--- src/rtl/rom_ctrl_pkg.sv ---
// rom_ctrl_pkg
// Shared definitions for the byte-wide ROM fetch/load arbiter:
//   state_t             - controller FSM states
//   size_t              - load size encoding (SZ_BYTE / SZ_WORD)
//   WAIT_CYCLES_DEFAULT - default ROM access wait, in clk cycles
//   last_index()        - index of the final byte lane for a given size
package rom_ctrl_pkg;

  typedef enum logic [2:0] {
    ST_IDLE,
    ST_ISSUE,
    ST_WAIT,
    ST_CAPTURE,
    ST_DONE
  } state_t;

  typedef enum logic {
    SZ_BYTE = 1'b0,
    SZ_WORD = 1'b1
  } size_t;

  localparam int WAIT_CYCLES_DEFAULT = 1;

  // Byte count is stored as the last lane index so it fits the 2-bit index.
  function automatic logic [1:0] last_index(input logic size);
    return (size_t'(size) == SZ_WORD) ? 2'd3 : 2'd0;
  endfunction

endpackage

--- src/rtl/rom_fetch_arb_if.sv ---
// rom_fetch_arb_if
// Bundles the two requester ports and the ROM port of rom_fetch_arb.
//   if_req/if_addr/if_ack/if_rdata           - instruction fetch (word)
//   ld_req/ld_addr/ld_size/ld_ack/ld_rdata   - data load (byte or word)
//   rom_addr/rom_trigger/rom_data            - byte-wide ROM
// Modports:
//   slave  - the arbiter itself
//   master - the environment (requesters plus ROM)
interface rom_fetch_arb_if;

  logic        if_req;
  logic [31:0] if_addr;
  logic        if_ack;
  logic [31:0] if_rdata;

  logic        ld_req;
  logic [31:0] ld_addr;
  logic        ld_size;
  logic        ld_ack;
  logic [31:0] ld_rdata;

  logic [31:0] rom_addr;
  logic        rom_trigger;
  logic [7:0]  rom_data;

  modport slave (
    input  if_req, if_addr, ld_req, ld_addr, ld_size, rom_data,
    output if_ack, if_rdata, ld_ack, ld_rdata, rom_addr, rom_trigger
  );

  modport master (
    output if_req, if_addr, ld_req, ld_addr, ld_size, rom_data,
    input  if_ack, if_rdata, ld_ack, ld_rdata, rom_addr, rom_trigger
  );

endinterface

--- src/rtl/rom_fetch_arb_rr_arb2.sv ---
// rr_arb2
// Two-input round-robin arbiter. When both inputs request, the one that
// was not granted last wins. The last-grant register resets to "b" so
// input "a" wins the first contested round.
//   clk, rst_n        - clock, async active-low reset
//   req_a, req_b      - requests
//   update            - commit the current grant as the last grant
//   grant_a, grant_b  - combinational one-hot (or zero) grant
module rr_arb2 (
  input  logic clk,
  input  logic rst_n,
  input  logic req_a,
  input  logic req_b,
  input  logic update,
  output logic grant_a,
  output logic grant_b
);

  logic last_b;

  always_comb begin
    grant_a = req_a & (~req_b | last_b);
    grant_b = req_b & (~req_a | ~last_b);
  end

  always_ff @(posedge clk or negedge rst_n) begin
    if (!rst_n) begin
      last_b <= 1'b1;
    end else if (update && (req_a || req_b)) begin
      last_b <= grant_b;
    end
  end

endmodule

--- src/rtl/rom_fetch_arb.sv ---
// rom_fetch_arb
// Shares one byte-wide ROM between an instruction-fetch port (word reads)
// and a data-load port (byte or word reads). Each byte costs an ISSUE
// cycle (address + trigger toggle), WAIT_CYCLES wait cycles and a CAPTURE
// cycle; bytes assemble little-endian and the granted port gets a
// one-cycle ack in DONE.
//   clk, rst_n - clock, async active-low reset
//   bus        - rom_fetch_arb_if.slave (requester and ROM signals)
// Parameter WAIT_CYCLES: cycles between trigger toggle and data sample, 1..15.
module rom_fetch_arb
  import rom_ctrl_pkg::*;
#(
  parameter int WAIT_CYCLES = WAIT_CYCLES_DEFAULT
) (
  input  logic            clk,
  input  logic            rst_n,
  rom_fetch_arb_if.slave  bus
);

  state_t      state;
  logic        sel_ld;
  logic [31:0] base;
  logic [1:0]  last_idx;
  logic [1:0]  idx;
  logic [3:0]  wait_cnt;
  logic [31:0] asm_data;
  logic [31:0] asm_next;
  logic        grant_if;
  logic        grant_ld;
  logic        arb_update;

  assign arb_update = (state == ST_IDLE);

  rr_arb2 u_arb (
    .clk     (clk),
    .rst_n   (rst_n),
    .req_a   (bus.if_req),
    .req_b   (bus.ld_req),
    .update  (arb_update),
    .grant_a (grant_if),
    .grant_b (grant_ld)
  );

  // Assembly register with the current ROM byte dropped into lane idx,
  // so the final capture can publish the complete word in the same edge.
  always_comb begin
    asm_next = asm_data;
    asm_next[{idx, 3'b000} +: 8] = bus.rom_data;
  end

  always_ff @(posedge clk or negedge rst_n) begin
    if (!rst_n) begin
      state           <= ST_IDLE;
      sel_ld          <= 1'b0;
      base            <= '0;
      last_idx        <= '0;
      idx             <= '0;
      wait_cnt        <= '0;
      asm_data        <= '0;
      bus.rom_addr    <= '0;
      bus.rom_trigger <= 1'b0;
      bus.if_ack      <= 1'b0;
      bus.ld_ack      <= 1'b0;
      bus.if_rdata    <= '0;
      bus.ld_rdata    <= '0;
    end else begin
      case (state)
        ST_IDLE: begin
          if (bus.if_req || bus.ld_req) begin
            sel_ld   <= grant_ld;
            base     <= grant_if ? bus.if_addr : bus.ld_addr;
            last_idx <= grant_ld ? last_index(bus.ld_size) : last_index(SZ_WORD);
            idx      <= '0;
            asm_data <= '0;
            state    <= ST_ISSUE;
          end
        end
        ST_ISSUE: begin
          // Address arithmetic wraps naturally at 2^32.
          bus.rom_addr    <= base + {30'd0, idx};
          bus.rom_trigger <= ~bus.rom_trigger;
          wait_cnt        <= 4'(WAIT_CYCLES - 1);
          state           <= ST_WAIT;
        end
        ST_WAIT: begin
          if (wait_cnt == 4'd0) begin
            state <= ST_CAPTURE;
          end else begin
            wait_cnt <= wait_cnt - 4'd1;
          end
        end
        ST_CAPTURE: begin
          asm_data <= asm_next;
          if (idx == last_idx) begin
            state <= ST_DONE;
            if (sel_ld) begin
              bus.ld_rdata <= asm_next;
              bus.ld_ack   <= 1'b1;
            end else begin
              bus.if_rdata <= asm_next;
              bus.if_ack   <= 1'b1;
            end
          end else begin
            idx   <= idx + 2'd1;
            state <= ST_ISSUE;
          end
        end
        ST_DONE: begin
          bus.if_ack <= 1'b0;
          bus.ld_ack <= 1'b0;
          state      <= ST_IDLE;
        end
        default: begin
          state <= ST_IDLE;
        end
      endcase
    end
  end

endmodule

--- src/flat_wrapper.sv ---
// flat-port wrapper written by rule: the top's interface ports become plain ports
module rom_fetch_arb_flat import rom_ctrl_pkg::*;
#(
  parameter int WAIT_CYCLES = WAIT_CYCLES_DEFAULT
)
  (clk, rst_n, bus_if_req, bus_if_addr, bus_ld_req, bus_ld_addr, bus_ld_size, bus_rom_data, bus_if_ack, bus_if_rdata, bus_ld_ack, bus_ld_rdata, bus_rom_addr, bus_rom_trigger);
  rom_fetch_arb_if bus_i ();
  input  logic clk;
  input  logic rst_n;
  input wire logic [$bits(bus_i.if_req)-1:0] bus_if_req;
  input wire logic [$bits(bus_i.if_addr)-1:0] bus_if_addr;
  input wire logic [$bits(bus_i.ld_req)-1:0] bus_ld_req;
  input wire logic [$bits(bus_i.ld_addr)-1:0] bus_ld_addr;
  input wire logic [$bits(bus_i.ld_size)-1:0] bus_ld_size;
  input wire logic [$bits(bus_i.rom_data)-1:0] bus_rom_data;
  output wire logic [$bits(bus_i.if_ack)-1:0] bus_if_ack;
  output wire logic [$bits(bus_i.if_rdata)-1:0] bus_if_rdata;
  output wire logic [$bits(bus_i.ld_ack)-1:0] bus_ld_ack;
  output wire logic [$bits(bus_i.ld_rdata)-1:0] bus_ld_rdata;
  output wire logic [$bits(bus_i.rom_addr)-1:0] bus_rom_addr;
  output wire logic [$bits(bus_i.rom_trigger)-1:0] bus_rom_trigger;
  assign bus_i.if_req = bus_if_req;
  assign bus_i.if_addr = bus_if_addr;
  assign bus_i.ld_req = bus_ld_req;
  assign bus_i.ld_addr = bus_ld_addr;
  assign bus_i.ld_size = bus_ld_size;
  assign bus_i.rom_data = bus_rom_data;
  assign bus_if_ack = bus_i.if_ack;
  assign bus_if_rdata = bus_i.if_rdata;
  assign bus_ld_ack = bus_i.ld_ack;
  assign bus_ld_rdata = bus_i.ld_rdata;
  assign bus_rom_addr = bus_i.rom_addr;
  assign bus_rom_trigger = bus_i.rom_trigger;
  rom_fetch_arb #(.WAIT_CYCLES(WAIT_CYCLES)) u_core (.clk(clk), .rst_n(rst_n), .bus(bus_i));
endmodule
--- config.mk ---
export PLATFORM = sky130hd
export DESIGN_NAME = rom_fetch_arb_flat
export DESIGN_NICKNAME = d
export VERILOG_FILES = /design/src/rtl/rom_ctrl_pkg.sv /design/src/rtl/rom_fetch_arb_if.sv /design/src/rtl/rom_fetch_arb_rr_arb2.sv /design/src/rtl/rom_fetch_arb.sv /design/src/flat_wrapper.sv
export SDC_FILE = /design/constraint.sdc
export NUM_CORES = 1
export LEC_CHECK = 0
export BUFFER_PORTS_ARGS = -buffer_cell sky130_fd_sc_hd__clkbuf_2
export CAP_MARGIN = 10
export CORE_MARGIN = 2
export CORE_UTILIZATION = 54
export DETAILED_ROUTE_END_ITERATION = 10
export GPL_ROUTABILITY_DRIVEN = 1
export HOLD_SLACK_MARGIN = 0.03
export PLACE_DENSITY_LB_ADDON = 0.05
export SYNTH_ARGS = -nofsm -noshare
export SYNTH_HDL_FRONTEND = slang
export SYNTH_SLANG_ARGS = --single-unit
export TNS_END_PERCENT = 20
--- constraint.sdc ---
create_clock -name clk -period 3.3 [get_ports clk]
set_input_delay 0.495 -clock clk [delete_from_list [all_inputs] [get_ports clk]]
set_output_delay 0.495 -clock clk [all_outputs]
set_load 0.01 [all_outputs]
# Word level (Yosys, flattened, before mapping)
# Cells that the tools add are included.
# classes
n_mux,21
bitwise,9
n_eq_ne,12
addsub,4
shifts,2
n_reduce_logical,16
# ops
op,n
2-to-1 mux 32 bit,2
case mux 32 bit (2 select lines),1
adder 32 x 2 -> 32 bit,1
bitwise mux 32 bit,1
"variable shift 8 x 7 -> 32 bit, first input constant",1
indexed part select 8 x 7 -> 32 bit,1
AND reduction 3 bit,5
case mux 3 bit (4 select lines),1
2-to-1 mux 3 bit,3
2-to-1 mux 2 bit,4
"inequality test 2 x 1 -> 1 bit, second input constant",4
case mux 4 bit (2 select lines),1
AND reduction 2 bit,4
negator 5 -> 7 bit,1
"equality test 3 x 2 -> 1 bit, second input constant",2
"inequality test 2 bit, second input constant",3
nonzero test 2 bit,3
NOT 1 bit,5
zero test 4 bit,1
2-to-1 mux 1 bit,4
2-to-1 mux 4 bit,1
case mux 1 bit (2 select lines),2
case mux 2 bit (2 select lines),1
"subtractor 4 x 1 -> 4 bit, second input constant",1
other kinds (9),11
# totals
in_bits,77
out_inout_bits,99
regBits,176
elab_cells,78

# Logic depth before layout (Yosys ltp)
# depth
word_depth,4
mapped_depth,9
mapped_depth_nobuf,8

# Cells and area by module
# A second synthesis with hierarchy kept.
# unflattened
cells_unflattened,816
area_unflattened_um2,8011.4
# modules_own_cells
mod,instances,seq_area_each_um2,cells_each,area_each_um2
rom_fetch_arb,1,4354.2,810,7955.1
rr_arb2,1,26.3,6,56.3

# Least setup slack after synthesis
# OpenSTA, ideal clock, no wires.
# synth_timing
kind,register -> register
start,register u_core.idx[0]
end,register u_core.bus.rom_addr[28]
path_buffers,1
setup_slack_ns,0.808
stages_incl_launch_ff,10
required_ns,3.173
synth_period_minus_slack_ns,2.492
arrival_time_ns,2.365
setup_ns,0.127
path_cell_list,dfrtp_1 > ha_1 > inv_1 > fa_1 > nand2b_1 > or4_4 > buf_6 > nor4_4 > xnor2_1 > o21ai_2
# synth_via
elab_chain_len,1
# synth_lines
element,line,rtl
start: declaration,rom_fetch_arb.sv:24,logic [1:0] idx;
start signal: assignment,rom_fetch_arb.sv:104,idx <= idx + 2'd1;
adder 32 x 2 -> 32 bit,rom_fetch_arb.sv:80,"bus.rom_addr <= base + {30'd0, idx};"
end signal: assignment,rom_fetch_arb.sv:80,
end: declaration,rom_fetch_arb_if.sv:28,"output if_ack, if_rdata, ld_ack, ld_rdata, rom_addr, rom_trigger"
# Every way passes these cells.
# A chain may end at the register's enable or synchronous reset.

# Worst setup path in the final report
# Same ends and word-level chain as after synthesis.

==> impl_metrics.yaml <==
outcome:
  status: "finished, final reports clean"
power:
  power_density_nw_per_um2: 989
  peakVddDrop_mv: 0.520
  p_leak_uw: 0.00460
sta:
  slew_headroom_pct: 31.9
  fin_tns_setup_ns: 0
  finalHoldViolCount: 0
  rsz0062_at_grt: "no"
  worst_pin_slew_ns: 1.02
  holdWs_ns: 0.0724
  drv_slew: 0
  post-route-min-period_ns: 2.71
  finalSetupViolations: 0
  finalCritPeriodShare_pct: 82.1
  skew_ns: 0.00915
  max_freq_mhz: 369
placed_design:
  placed_cell_area_um2: 8910
  dpl.hpwl_um: 12800
  port_buffers: 175
  place.gp.congestion: 0.869
floorplanning:
  fp.dieW_um: 125
  num_rows: 44
  dieArea_um2: 15700
  pin_count: 176
  core_area_um2: 14400
  start_util_pct: 55.0
  die_y_um: 125
cells_and_area:
  layout.core_utilization_pct: 66.4
  syn_to_final_growth_pct: 20.7
  antenna_cells: 0
  design_area_um2: 9570
  layout_common_cells: "174 x clkbuf_2, 174 x dfrtp_1, 109 x a21oi_1"
  num-nets-final: 1028
  drive_above_1_share_pct: 23.6
worst_setup_path:
  reg2reg_depth: 8
  cp.required_ns: 3.57
  startpoint_type: "flip-flop"
  slowest_stage: "or4_4"
  cp_top_family: "simple AND/OR/NAND/NOR gates"
  arrival_ns: 2.98
  worst_r2r_endpoint: "u_core.bus.rom_addr[28]"
  cp_max_fo: 9
  crit_buf_inv: 1
  path_cells: "ha_1 > inv_1 > fa_1 > nand2b_1 > or4_4 > nor4_4 > xnor2_1 > o21ai_2"
  worst_path_largest_cell_delay_ns: 0.59
  rrSetupSlack_ns: 0.59
  endpoint_kind: "flip-flop"
  crit_type: "reg -> reg"
  timing.rr.start: "u_core.idx[0]"
  cp_num_cells: 8
grt:
  grt-ovfl-total: 0
  grt_max_degree: 76
  grt_pass1_wl_um: 29900
  grt_antenna_before_repair: 0
  globalRouteTotalUtil_pct: 23.4
  grt_pass1_vias: 5963
cts:
  clk_latency_ns: 0.42
  cts.repair.resized: 0
  numCtsBuffers: 17
  post_cts_buffers: 0
  cts_max_level: 4
  ctsRootBufferMaster: "clkbuf_16"
  clk_pin_slew_ns: 0.06
  clockBufferDepth: 2
  cts-hold-fix-buffers: 0
  cts_tree: "done"
  clock_sinks: 175
synth:
  async_flop_share_pct: 100
  yosysWarnings: 0
  yosysSeqAreaShare_pct: 55.2
  ys_ff_latch: 175
  synth_edf_count: 0
  synth_area_um2: 7930
  yosysTopAreaCellShare_pct: 54.9
  synth_area_leaders: "dfrtp_1 55%, a21oi_1 6.9%, mux2i_1 4.0%"
  syn_inst: 793
  synth.net_count: 880
  avgSynthCellArea_um2: 10.0
  netlist-cell-type-count: 46
  synth_flop_cell: "dfrtp_1"
  synth_area_leader_cell: "dfrtp_1"
route:
  wl_per_cell_um: 15.6
  drt_iter0_markers: 350
  drt-total-wl_um: 17800
  ant_nets: 0
  vias: 6169
  wl_met2_um: 8810
  wl_met3_um: 809
  viasPerCell: 5.42
  met1_length_um: 7830
  drc: 0
  firstDrtPassIters: 4
  routed.top_layer: "met4"
flow_run:
  drv_cap: 0
min_path:
  hold_class: "in -> async"
[kinds of logic after synthesis]
group                      count (synthesis)  synth area share (%)
AOI/OAI and AO/OA                        215                  15.4
and+or+nand+nor                          262                  16.6
xor gates and xnor gates                  34                  3.76
adders and majority gates                 11                  1.80
buffers and inverters                     64                  3.23
muxes                                     32                  4.04
DFF                                      175                  55.2
[stage by stage]
step / setup WS, ns / power (uW) / instances
after global placement: 0.695 / 7190 / 1106
after global routing: 0.427 / 10200 / 1138
after CTS: 0.570 / 9550 / 1138
after detailed placement: 0.573 / 7330 / 1106
final: 0.590 / 9470 / 1138
after floorplan: 0.808 / 6000 / 793
[synthesized netlist by cell type (13+ instances only)]
library cell and number:
a21oi_1 109, a22o_1 32, buf_1 13, clkbuf_1 31, dfrtp_1 174, mux2i_1 32
nand2_1 80, nand3_1 14, nor2_1 79, nor2b_1 36, o21ai_0 63, xnor2_1 23
[power breakdown]
| group | internal, uW | switching, uW |
|---|---|---|
| clock | 1400 | 810 |
| combinational | 1390 | 2030 |
| sequential | 3090 | 741 |
| total | 5890 | 3580 |
[area by class of cell]
| cell class | count | area, um2 |
|---|---|---|
| Fill cell | 1171 | 4850 |
| Sequential cell | 175 | 4380 |
| Multi-Input combinational cell | 554 | 3320 |
| Timing Repair Buffer | 181 | 940 |
| Clock buffer | 22 | 474 |
| Tap cell | 184 | 230 |
| Clock inverter | 10 | 183 |
| Inverter | 12 | 45.0 |
[metal layers]
metal,global-route usage (%),up-vias
li1,-,3035
met1,30.8,2956
met2,39.2,150
met3,4.66,28
met4,8.04,0
met5,0,-
[worst register-to-register path: stages (launching register included)]
cell,delay [ns]
dfrtp_1,0.49
ha_1,0.22
inv_1,0.05
fa_1,0.46
nand2b_1,0.19
or4_4,0.59
nor4_4,0.31
xnor2_1,0.19
o21ai_2,0.07
[state kept, by name (all words and copies together) (netlist names)]
| register | cells |
|---|---|
| u_core.bus.if_ack | 1 |
| u_core.bus.rom_trigger | 1 |
| u_core.base | 32 |
| u_core.u_arb.last_b | 1 |
| u_core.bus.rom_addr | 32 |
| u_core.last_idx | 1 |
| u_core.idx | 2 |
| u_core.bus.if_rdata | 32 |
| u_core.sel_ld | 1 |
| u_core.state | 3 |
| u_core.asm_data | 32 |
| u_core.bus.ld_ack | 1 |
| u_core.wait_cnt | 4 |
| u_core.bus.ld_rdata | 32 |
[how the worst max path moves through the flow]
stage                  startpoint                       to  slack, ns
floorplan           u_core.idx[0]  u_core.bus.rom_addr[28]       0.81
global placement    u_core.idx[0]  u_core.bus.rom_addr[24]       0.69
detailed placement  u_core.idx[0]  u_core.bus.rom_addr[22]       0.57
CTS                 u_core.idx[0]  u_core.bus.rom_addr[22]       0.57
global route        u_core.idx[0]  u_core.bus.rom_addr[18]       0.43
finish              u_core.idx[0]  u_core.bus.rom_addr[28]       0.59
Note: power is estimated with default switching activity, not from simulation.
